[src/rtl/ee354_project_dirn_queue.sv]
// Direction-press queue between the debounced direction buttons and the snake
// length/position module. It buffers up to DEPTH legal presses and rejects
// presses on the same axis as the newest committed or queued direction. Each
// movement tick in Run releases one entry into Cur_Dirn and emits a Step pulse.
//
// Ports:
//   Clk         system clock
//   Reset       synchronous active-low reset
//   SCEN        single-cycle press strobe
//   In_Dirn     encoded press (00 UP, 01 DOWN, 10 LEFT, 11 RIGHT)
//   Speed_Tick  single-cycle movement tick
//   q_I, q_Run  state machine is in Initial / Run
//   Cur_Dirn    committed direction of travel
//   Step        one-cycle pulse: head advances using Cur_Dirn
//   Count       number of queued entries
//   Empty/Full  registered queue status
//   Drop        one-cycle pulse: press rejected
module ee354_project_dirn_queue #(
  parameter int unsigned DEPTH     = 4,
  parameter logic [1:0]  INIT_DIRN = 2'b11
) (
  input  logic                     Clk,
  input  logic                     Reset,
  input  logic                     SCEN,
  input  logic [1:0]               In_Dirn,
  input  logic                     Speed_Tick,
  input  logic                     q_I,
  input  logic                     q_Run,
  output logic [1:0]               Cur_Dirn,
  output logic                     Step,
  output logic [$clog2(DEPTH):0]   Count,
  output logic                     Empty,
  output logic                     Full,
  output logic                     Drop
);

  localparam int unsigned PW = $clog2(DEPTH);
  localparam int unsigned CW = PW + 1;

  logic [1:0]    buf_q [DEPTH];
  logic [1:0]    buf_d [DEPTH];
  logic [PW-1:0] rd_q, rd_d, wr_q, wr_d;
  logic [CW-1:0] count_q, count_d;
  logic [1:0]    cur_dirn_q, cur_dirn_d;
  logic          step_q, step_d;
  logic          drop_q, drop_d;
  logic          empty_q, empty_d;
  logic          full_q, full_d;

  logic [1:0]    ref_dirn;
  logic          push_req, push_ok, pop;

  // Legality reference: newest queued entry, else the committed direction.
  // With Count==1 this is the entry being popped this cycle.
  always_comb begin
    ref_dirn = cur_dirn_q;
    if (count_q != CW'(0)) ref_dirn = buf_q[PW'(wr_q - PW'(1))];
  end

  // Push/pop qualification; a pop frees the slot a push into a full queue needs.
  always_comb begin
    pop      = Speed_Tick & q_Run & (count_q != CW'(0));
    push_req = SCEN & q_Run;
    push_ok  = push_req & (In_Dirn[1] != ref_dirn[1]) & (~full_q | pop);
  end

  // Next-state for queue storage, pointers, direction and status pulses.
  always_comb begin
    buf_d      = buf_q;
    rd_d       = rd_q;
    wr_d       = wr_q;
    count_d    = count_q;
    cur_dirn_d = cur_dirn_q;
    step_d     = 1'b0;
    drop_d     = 1'b0;

    if (q_Run) begin
      step_d = Speed_Tick;
      drop_d = push_req & ~push_ok;
      if (push_ok) begin
        buf_d[wr_q] = In_Dirn;
        wr_d        = PW'(wr_q + PW'(1));
      end
      if (pop) begin
        cur_dirn_d = buf_q[rd_q];
        rd_d       = PW'(rd_q + PW'(1));
      end
      count_d = CW'(count_q + CW'(push_ok) - CW'(pop));
    end else begin
      // Outside Run the queue is flushed continuously.
      rd_d    = '0;
      wr_d    = '0;
      count_d = '0;
      if (q_I) cur_dirn_d = INIT_DIRN;
    end

    empty_d = (count_d == CW'(0));
    full_d  = (count_d == CW'(DEPTH));
  end

  // State registers with synchronous active-low reset.
  always_ff @(posedge Clk) begin
    if (!Reset) begin
      for (int i = 0; i < int'(DEPTH); i++) buf_q[i] <= 2'b00;
      rd_q       <= '0;
      wr_q       <= '0;
      count_q    <= '0;
      cur_dirn_q <= INIT_DIRN;
      step_q     <= 1'b0;
      drop_q     <= 1'b0;
      empty_q    <= 1'b1;
      full_q     <= 1'b0;
    end else begin
      buf_q      <= buf_d;
      rd_q       <= rd_d;
      wr_q       <= wr_d;
      count_q    <= count_d;
      cur_dirn_q <= cur_dirn_d;
      step_q     <= step_d;
      drop_q     <= drop_d;
      empty_q    <= empty_d;
      full_q     <= full_d;
    end
  end

  assign Cur_Dirn = cur_dirn_q;
  assign Step     = step_q;
  assign Count    = count_q;
  assign Empty    = empty_q;
  assign Full     = full_q;
  assign Drop     = drop_q;

endmodule
[config.mk]
export PLATFORM = sky130hd
export DESIGN_NAME = ee354_project_dirn_queue
export DESIGN_NICKNAME = d
export VERILOG_FILES = /design/src/rtl/ee354_project_dirn_queue.sv
export SDC_FILE = /design/constraint.sdc
export NUM_CORES = 1
export LEC_CHECK = 0
export BUFFER_PORTS_ARGS = -buffer_cell sky130_fd_sc_hd__buf_2
export CORE_UTILIZATION = 40
export DETAILED_ROUTE_END_ITERATION = 8
export HOLD_SLACK_MARGIN = 0.05
export PLACE_DENSITY = 0.66
export SYNTH_ARGS = -nofsm -noshare
export SYNTH_HDL_FRONTEND = slang
export SYNTH_SLANG_ARGS = --single-unit
export TNS_END_PERCENT = 5
[constraint.sdc]
create_clock -name Clk -period 4 [get_ports Clk]
set_input_delay 1.2 -clock Clk [delete_from_list [all_inputs] [get_ports Clk]]
set_output_delay 1.2 -clock Clk [all_outputs]
set_load 0.005 [all_outputs]
==> metrics.md <==
| Metric | Value |
|---|---|
| Most Crowded Layer GR | met2 |
| Placer Congestion | 0.683 |
| H-tree depth | 1 |
| Post-layout nets | 131 |
| Cells on Worst Hold Path | 2 |
| Met1 usage | 0.211 |
| CTS max path bufs | 2 |
| Commonest non-fill, non-tap cell in the layout | dfxtp_1 |
| Met2 usage | 0.236 |
| Reg area | 420 um2 |
| Slew at the pin closest to its max-slew limit | 0.301 ns |
| Post-CTS sizing | 0 |
| Standard-cell rows | 17 |
| Post-synthesis sequential area ratio | 0.431 |
| Run status | finished clean |
| Slowest stage delay, CP | 0.37 ns |
| Die area | 0.00264 mm2 |
| Worst Path Buf+Inv | 4 |
| Part of the power in combinational logic | 0.088 |
| Yosys warns | 0 |
| WS Path Type | input port to flip-flop |
| Final worst path period need | 3.27 ns |
| NetSw | 0.0855 mW |
| Mapped Area | 976 um2 |
| Yosys cell types | 23 |
| CP max stage cell | fa_1 |
| Share of power burned in registers | 0.616 |
| Fillcell total | 219 |
| Setup violators final | 0 |
| Syn Nets | 112 |
| Layout cells sized above 1 | 0.217 |
| CTS sink count | 21 |
| Ports | 17 |
| Grt total ovfl | 0 |
| DRT iter0 DRCs | 20 |
| Worst Path Required | 4.23 ns |
| Largest net degree at the start of global routing | 17 |
| Hold WS | 0.476 ns |
| Height of the die | 51.4 um |
| Final instance area | 0.00111 mm2 |
| Internal power | 0.263 mW |
| Synthesized instance count | 97 |
| Placed cell areas | 0.00108 mm2 |
| Detail Route Antenna Nets | 0 |
| I/O Buffers | 16 |
| # Post-CTS Setup Buffers | 0 |
| Mean Syn Cell Area | 10.1 um2 |
| Post-CTS Hold Buffers | 0 |
| Reg-to-reg slack, setup | 0.73 ns |
| CORE AREA | 0.00225 mm2 |
| Stages on the worst setup path | 14 |
| Post-Route WL | 1780 um |
| Clk network pwr share | 0.295 |
| Endpoints failing hold | 0 |
| Root Driver | clkbuf_4 |
| Drt first pass iters | 4 |
| Worst R2R Path Depth | 15 |
| Pre-CTS setup slack | 0.421 ns |
| Via count | 699 |
| Crit share post-route | 0.818 |
| Final Skew | 0.0116 ns |
| Setup ws final | 0.727 ns |
| Sw Ratio | 0.245 |
| Crit path launch type | input port |
| Top cell type's share of synthesized area | 0.431 |
| Max cap viols | 0 |
| Commonest cells after routing, fill and taps aside | dfxtp_1, buf_2, nand2_1, mux2i_1, nor2_1 |
| Initial antenna violation count | 0 |
| First-pass GRT wire length | 3060 um |
| Num CTS Buffers | 3 |
| Post-synthesis register bit count | 21 |
| Initial Util | 0.433 |
| Top cells by area, synth | dfxtp_1, mux2i_1, ha_1 |
| CP max FO | 8 |
| Crit. End Element | flip-flop |
| Setup TNS | 0 ns |
| Most frequent CP cell | inv_1 |
| Max transition margin | 0.800 |
| Area occupied by multi-input gates | 519 um2 |
| Post-detail-place hpwl | 1360 um |
| CP cell instances | buf_2 -> xor2_1 -> nand4_1 -> o22ai_4 -> inv_1 -> ha_1 -> inv_1 -> ha_1 -> inv_1 -> fa_1 -> xor2_1 -> xnor2_1 -> nor2_1 -> nor3_1 |
| WL/cell | 12.4 um |
| Routed vias/inst | 4.89 |
| Delay-heaviest family, CP | adder cells |
| GR Util met3 | 0.0298 |
| Largest area contributor in the netlist | dfxtp_1 |
| Clock Latency Late Sink | 0.30 ns |
| DRC errors left | 0 |
| Vias in the first global route | 690 |
| Leakage power | 0.514 nW |
| Gr usage total | 0.159 |
| Class of the worst hold path | flip-flop to flip-flop |
| Fin. max-slew vios | 0 |
| FMAX | 306 MHz |
| Die Wd | 51.4 um |
| Layout area overhead | 13.6% |
| Unrepaired setup endpoints after global routing | false |
| Critical Path AT | 3.50 ns |
| CTS tree | yes |
| PD cells | 315 mW/mm2 |
| Highest ir drop seen on vdd | 137 uV |
| Clock slew at reported path FFs | 0.13 ns |
| Antenna cells | 0 |
-- state kept, by name, summed over array words and instances, names as in the netlist --
register  count
Empty         1
Full          1
Step          1
buf_q         8
Drop          1
Cur_Dirn      2
Count         3
wr_q          2
rd_q          2
-- layout make-up --
cell class / instances / share of cell area
flip-flops and latches: 21 / 0.379
inverters: 7 / 0.0237
well taps: 28 / 0.0316
clock buffers: 3 / 0.0203
clock inverters: 1 / 0.00451
multi-input cells: 67 / 0.468
repair buffers: 16 / 0.0722
-- synthesized netlist by cell type, drive strengths merged --
| cell type | number |
|---|---|
| mux4 | 3 |
| o21ai | 2 |
| nor3 | 3 |
| xnor2 | 4 |
| buf | 2 |
| dfxtp | 21 |
| nand2 | 16 |
| inv | 7 |
| nand3 | 2 |
| nor2b | 1 |
| fa | 1 |
| o22ai | 1 |
| nand4 | 1 |
| or3 | 1 |
| a211oi | 1 |
| mux2i | 9 |
| nor2 | 9 |
| and3 | 2 |
| o2111ai | 1 |
| ha | 6 |
| xor2 | 3 |
| nand2b | 1 |
-- power groups by stage --
| stage | clock network, mW | logic, mW | registers (mW) |
|---|---|---|---|
| after floorplan | 0 | 0.0201 | 0.220 |
| after global placement | 0 | 0.0302 | 0.220 |
| after detailed placement | 0 | 0.0308 | 0.220 |
| after CTS | 0.106 | 0.0309 | 0.215 |
| after global routing | 0.116 | 0.0345 | 0.216 |
| final | 0.103 | 0.0308 | 0.215 |
-- worst reg2reg max path: stages, from the launching register on --
cell     delay [ns]
dfxtp_1        0.46
inv_1          0.10
ha_1           0.33
mux4_2         0.31
xnor2_1        0.17
o22ai_4        0.28
inv_1          0.08
ha_1           0.29
inv_1          0.05
ha_1           0.13
inv_1          0.05
fa_1           0.37
xor2_1         0.16
xnor2_1        0.19
nor2_1         0.08
nor3_1         0.17
-- logic make-up (layout without fill, tap and decap cells) --
group / Yosys count / count (layout) / synth area share
XOR/XNOR: 7 / 7 / 0.0628
AO/OA/AOI/OAI: 5 / 5 / 0.0474
flip-flops: 21 / 21 / 0.431
buffers and inverters: 9 / 27 / 0.0372
AND/OR/NAND/NOR: 36 / 36 / 0.163
adder cells (fa/ha/maj): 7 / 7 / 0.0974
multiplexers: 12 / 12 / 0.162
-- worst paths after layout --
path,start,end
setup / recovery,In_Dirn[1],Empty
hold / removal,buf_q[6],buf_q[6]
setup reg to reg,wr_q[0],Empty
hold reg to reg,buf_q[6],buf_q[6]
-- per-stage QoR --
| stage | power, mW | util | std cells |
|---|---|---|---|
| final | 0.349 | 0.492 | 143 |
| after global routing | 0.366 | 0.492 | 143 |
| after CTS | 0.352 | 0.492 | 143 |
| after floorplan | 0.240 | - | 97 |
| after detailed placement | 0.251 | 0.479 | 139 |
| after global placement | 0.250 | 0.479 | 139 |
-- routing by layer --
metal / wire, um / part of all wire
met1: 909 / 0.51
met2: 779 / 0.44
met3: 65 / 0.037
met4: 23 / 0.013
met5: 0 / 0
(Power assumes the default switching activity.)
